File: src/rtl/tt_check_pkg.sv
// rtl/tt_check_pkg.sv - shared FSM encoding and defaults for the truth table checker
package tt_check_pkg;

  typedef enum logic [2:0] {
    ST_IDLE     = 3'd0,
    ST_WAIT_VEC = 3'd1,
    ST_SETTLE   = 3'd2,
    ST_SAMPLE   = 3'd3,
    ST_DONE     = 3'd4
  } state_e;

  // Default settle time between vector acceptance and response sampling.
  localparam int unsigned SETTLE_CYC_DEF = 2;

  // Settle counter width; covers the legal settle range 1..15.
  localparam int unsigned SETTLE_W = 4;

endpackage

File: src/rtl/settle_timer.sv
// rtl/settle_timer.sv - loadable down-counter that flags the last settle cycle
module settle_timer
  import tt_check_pkg::*;
#(
  parameter int unsigned W = SETTLE_W
) (
  input  logic         clk,
  input  logic         rst,
  input  logic         load,
  input  logic [W-1:0] load_val,
  input  logic         count,
  output logic         expire
);

  logic [W-1:0] cnt_q;
  logic [W-1:0] cnt_d;

  // Next count: load wins, otherwise decrement while counting, never below zero.
  always_comb begin
    cnt_d = cnt_q;
    if (load) begin
      cnt_d = load_val;
    end else if (count && (cnt_q != '0)) begin
      cnt_d = cnt_q - 1'b1;
    end
  end

  // Expire on the final counting cycle so the caller leaves settle after exactly load_val cycles.
  always_comb begin
    expire = count && (cnt_q == W'(1));
  end

  // Counter register.
  always_ff @(posedge clk or posedge rst) begin
    if (rst) begin
      cnt_q <= '0;
    end else begin
      cnt_q <= cnt_d;
    end
  end

endmodule

File: config.mk
export PLATFORM = sky130hd
export DESIGN_NAME = settle_timer
export DESIGN_NICKNAME = d
export VERILOG_FILES = /design/src/rtl/tt_check_pkg.sv /design/src/rtl/settle_timer.sv
export SDC_FILE = /design/constraint.sdc
export NUM_CORES = 1
export LEC_CHECK = 0
export CAP_MARGIN = 20
export CORE_AREA = 2 2 39 41
export DETAILED_ROUTE_END_ITERATION = 10
export DIE_AREA = 0 0 41 43
export PLACE_DENSITY = 0.52
export SLEW_MARGIN = 20
export SYNTH_ARGS = -nofsm -noshare
export SYNTH_HDL_FRONTEND = slang
export SYNTH_SLANG_ARGS = --single-unit
File: constraint.sdc
create_clock -name clk -period 1.9 [get_ports clk]
set_input_delay 0.38 -clock clk [delete_from_list [all_inputs] [get_ports clk]]
set_output_delay 0.38 -clock clk [all_outputs]
set_load 0.005 [all_outputs]
==> Word level (Yosys, flattened, before mapping) <==
Cells that the tools add are included.
{ "word_totals": {"regBits": 4, "out_inout_bits": 1, "word_cells": 9} }
{ "op_classes": {"n_addsub": 1, "n_eq_ne": 1, "mux": 2, "n_reduce_logical": 4} }
{ "ops": {"columns": ["op", "count"], "rows": [
  ["$mux W4", 2],
  ["$eq A4 B1 Y1 const B", 1],
  ["$reduce_bool A4 Y1", 1],
  ["$sub A4 B1 Y4 const B", 1],
  ["$logic_and A1 B1 Y1", 2],
  ["$reduce_bool A2 Y1", 1]
]} }

==> Depth between registers and ports, before layout <==
{ "logic_depth": {"depth_word": 4, "mapped_depth": 5, "depth_no_buf": 5} }

==> Least setup slack after synthesis <==
OpenSTA, ideal clock, no wires.
{ "synth_timing": {"path_type": "reg-to-reg", "startpoint": "register cnt_q[0]", "endpoint": "register cnt_q[1]", "setup_ns": 0.076, "arrival_ns": 1.356, "path_slack_ns": 0.468, "stages_incl_launch_ff": 6, "path_buffers": 0, "synth_period_minus_slack_ns": 1.432, "cell_sequence": "dfrtp_1 > inv_1 > ha_1 > or3b_4 > a31o_1 > o21ai_1"} }
{ "synth_via": {"elab_chain_len": 3} }
{ "synth_rtl": {"columns": ["element", "line_no", "source"], "rows": [
  ["start, declared", "settle_timer.sv:15", "logic [W-1:0] cnt_q;"],
  ["start signal, assigned", "settle_timer.sv:38", "cnt_q <= cnt_d;"],
  ["$sub A4 B1 Y4 / $reduce_bool A4 Y1 (equally long branches)", "settle_timer.sv:24, settle_timer.sv:23", null],
  ["$mux W4 / $logic_and A1 B1 Y1 (equally long branches)", "settle_timer.sv:23", "end else if (count && (cnt_q != '0)) begin"],
  ["$mux W4 / $reduce_bool A2 Y1 (equally long branches)", null, null]
]} }
Parallel ways exist; a longest one is shown, timed or not. The select of a mux whose other input is x is not followed.
A chain may end at the register's enable or synchronous reset.

==> Worst setup path in the final report <==
{ "layout_timing": {"startpoint": "input port count", "endpoint": "output port expire"} }
{ "layout_via": {"elab_chain_len": 1} }
{ "layout_rtl": {"columns": ["element", "line_no", "source"], "rows": [
  ["start, declared", "settle_timer.sv:11", "input logic count,"],
  ["$logic_and A1 B1 Y1", "settle_timer.sv:30", "expire = count && (cnt_q == W'(1));"],
  ["end, declared", "settle_timer.sv:12", "output logic expire"]
]} }
No other way between the ends.

==> results.sh <==
export IMPL_cts_htree_levels=1
export IMPL_hp_class="in -> async"
export IMPL_period_minus_slack_ps=1660
export IMPL_vias_per_cell=4.45
export IMPL_hold_viol=0
export IMPL_dieArea_um2=1760
export IMPL_syn2layout_area_growth_pct=42.0
export IMPL_fin_ws_ps=237
export IMPL_cts_sink_count=4
export IMPL_synth_top_area_cell="dfrtp_1"
export IMPL_gp_routability_congestion=0.741
export IMPL_portBuffers=8
export IMPL_worstMarginPinSlew_ps=359
export IMPL_fmax_ghz=0.601
export IMPL_drv_cap=0
export IMPL_diodes=0
export IMPL_fill_cells=157
export IMPL_clkSlewWorstSetupHoldPaths_ps=40
export IMPL_drive_gt1_frac=0.167
export IMPL_grt_pass1_vias=229
export IMPL_cts_root_buf="clkbuf_4"
export IMPL_ys_seq_area_frac=0.346
export IMPL_syn_area_um2=289
export IMPL_yosys_most_used_dff="dfrtp_1"
export IMPL_final_cell_count_no_fill=58
export IMPL_ant_nets=0
export IMPL_internal_power_uw=209
export IMPL_switching_share=0.260
export IMPL_p_clk_frac=0.359
export IMPL_largest_reg_flops=4
export IMPL_syn_avg_cell_area_um2=9.32
export IMPL_top_regs="cnt_q: 4 flops"
export IMPL_grt_max_degree=12
export IMPL_num_rows=14
export IMPL_grt_pass1_wl_um=924
export IMPL_synth_area_leaders="dfrtp_1, ha_1, nand2_1"
export IMPL_synth_commonest_cells="nand2_1, dfrtp_1, inv_1"
export IMPL_cp_arrival_ps=1280
export IMPL_cts_tree="done"
export IMPL_worstPathCellList="clkdlybuf4s50_1 -> nand2_1 -> nor3_1 -> dlygate4sd2_1"
export IMPL_dp_cells=55
export IMPL_synth_async_reset_ratio=1.00
export IMPL_synth_top_area_frac=0.346
export IMPL_timing_rr_start="cnt_q[0]"
export IMPL_power_share_sequential=0.389
export IMPL_antenna_found_initial=0
export IMPL_fin_nets=54
export IMPL_combPwrFrac=0.252
export IMPL_routed_wl_um=522
export IMPL_drc=0
export IMPL_period_share=0.875
export IMPL_synth_fp_nets=41
export IMPL_ir_worst_vdd_mv=0.304
export IMPL_top_register="cnt_q"
export IMPL_rsz0062_at_grt="false"
export IMPL_crit_start="count"
export IMPL_vias=258
export IMPL_dr_first_iter_drc_count=4
export IMPL_clockBufferDepth=2
export IMPL_final_max_slew_viol_count=0
export IMPL_pre_cts_slack_ps=-54.6
export IMPL_numCtsBuffers=3
export IMPL_drt_wirelength_per_cell_um=9.00
export IMPL_end_kind="primary output"
export IMPL_firstDrtPassIters=2
export IMPL_final_setup_viol_count=0
export IMPL_track_usage=0.0826
export IMPL_dp_hpwl_um=445
export IMPL_critPathSlowestCell="clkdlybuf4s50_1"
export IMPL_cp_required_ps=1520
export IMPL_synth_edf_count=0
export IMPL_ys_types=17
export IMPL_ys_warn_count=0
export IMPL_die_w_um=41
export IMPL_status="finished, final reports clean"
export IMPL_overflow=0
export IMPL_insertion_delay_ps=230
export IMPL_hold_buffers=0
export IMPL_p_switching_uw=73.3
export IMPL_pin_count=9
export IMPL_coreArea_um2=1380
export IMPL_fin_setup_tns_ps=0
export IMPL_startpoint_type="input port"
export IMPL_die_h_um=43
export IMPL_ys_seq_elements=4
export IMPL_yosysMostFrequentCell="nand2_1"
export IMPL_hold_slack_ps=330
export IMPL_slowest_delay_ps=480
export IMPL_clock_skew_ps=1.52
export IMPL_p_per_area_nw_per_um2=688
export IMPL_crit_type="in -> out"
export IMPL_crit_path_max_fanout=2
export IMPL_synth_cells=31
export IMPL_p_leak_uw=0.000182
export IMPL_start_util=0.209
export IMPL_max_slew_margin=0.760
routing by layer:
layer / up-vias / routed length, um / track usage
met5: - / 0 / 0
met4: 0 / 16 / 0.0800
met3: 2 / 25 / 0.0314
met2: 6 / 235 / 0.100
met1: 111 / 245 / 0.104
li1: 139 / - / -
area by class of cell:
| type | instances | area, um2 | area share |
|---|---|---|---|
| flip-flops and latches | 4 | 100 | 0.244 |
| multi-input cells | 23 | 170 | 0.415 |
| inverters | 3 | 11.3 | 0.0274 |
| repair buffers | 9 | 86.3 | 0.210 |
| well taps | 16 | 20.0 | 0.0488 |
| clock buffers | 3 | 22.5 | 0.0549 |
critical path: cells and delay by family:
kind                   cells  cell delay, ps
and+or+nand+nor            2             170
buffers and inverters      2             730
power groups by stage:
stage	Clock (uW)	Sequential (uW)	Combinational (uW)
3_5_place_dp	0	111	73.1
2_1_floorplan	0	108	47.3
6_report	101	110	71.1
4_1_cts	108	110	72.5
5_1_grt	113	112	79.4
3_3_place_gp	0	111	73.1
cells by family after synthesis:
kind of cell | synth area share
flip-flops | 0.346
AO/OA/AOI/OAI | 0.165
multiplexers | 0.0346
AND/OR/NAND/NOR | 0.303
adder cells (fa/ha/maj) | 0.0866
buffers and inverters | 0.0649
path summary, 6_finish.rpt:
check	endpoint	slack, ps	cells past startpoint
hold reg to reg	cnt_q[1]	590	2
max in group asynchronous	cnt_q[1]	1420	2
min in group clk	cnt_q[1]	590	2
hold / removal	cnt_q[2]	330	2
setup reg to reg	cnt_q[1]	360	5
setup / recovery	expire	240	4
cell usage in the layout, fill, tap and decap left out:
cell type        synthesis  final
a21oi_1                  2      2
a221o_1                  1      1
a31o_1                   1      1
and4b_2                  1      1
buf_4                    1      1
clkbuf_4                 0      3
clkdlybuf4s50_1          0      7
dfrtp_1                  4      4
dlygate4sd2_1            0      1
ha_1                     2      2
inv_1                    3      3
mux2i_1                  1      1
nand2_1                  5      5
nor2b_1                  1      1
nor3_1                   2      2
nor3b_1                  2      2
nor4b_2                  1      1
o21ai_1                  2      2
o311ai_1                 1      1
or3b_4                   1      1
per-stage QoR:
step | total power (uW) | cell area [um2] | util
after floorplan | 155 | 289 | -
after global placement | 184 | 389 | 0.281
after detailed placement | 184 | 389 | 0.281
after CTS | 290 | 410 | 0.297
after global routing | 305 | 410 | 0.297
final | 282 | 410 | 0.297
timing repair:
item,4_1_cts,5_1_grt
endpoints found under the setup margin,1,0
resized for setup,1,0
buffers inserted,0,0
Note: power is estimated with default switching activity, not from simulation.
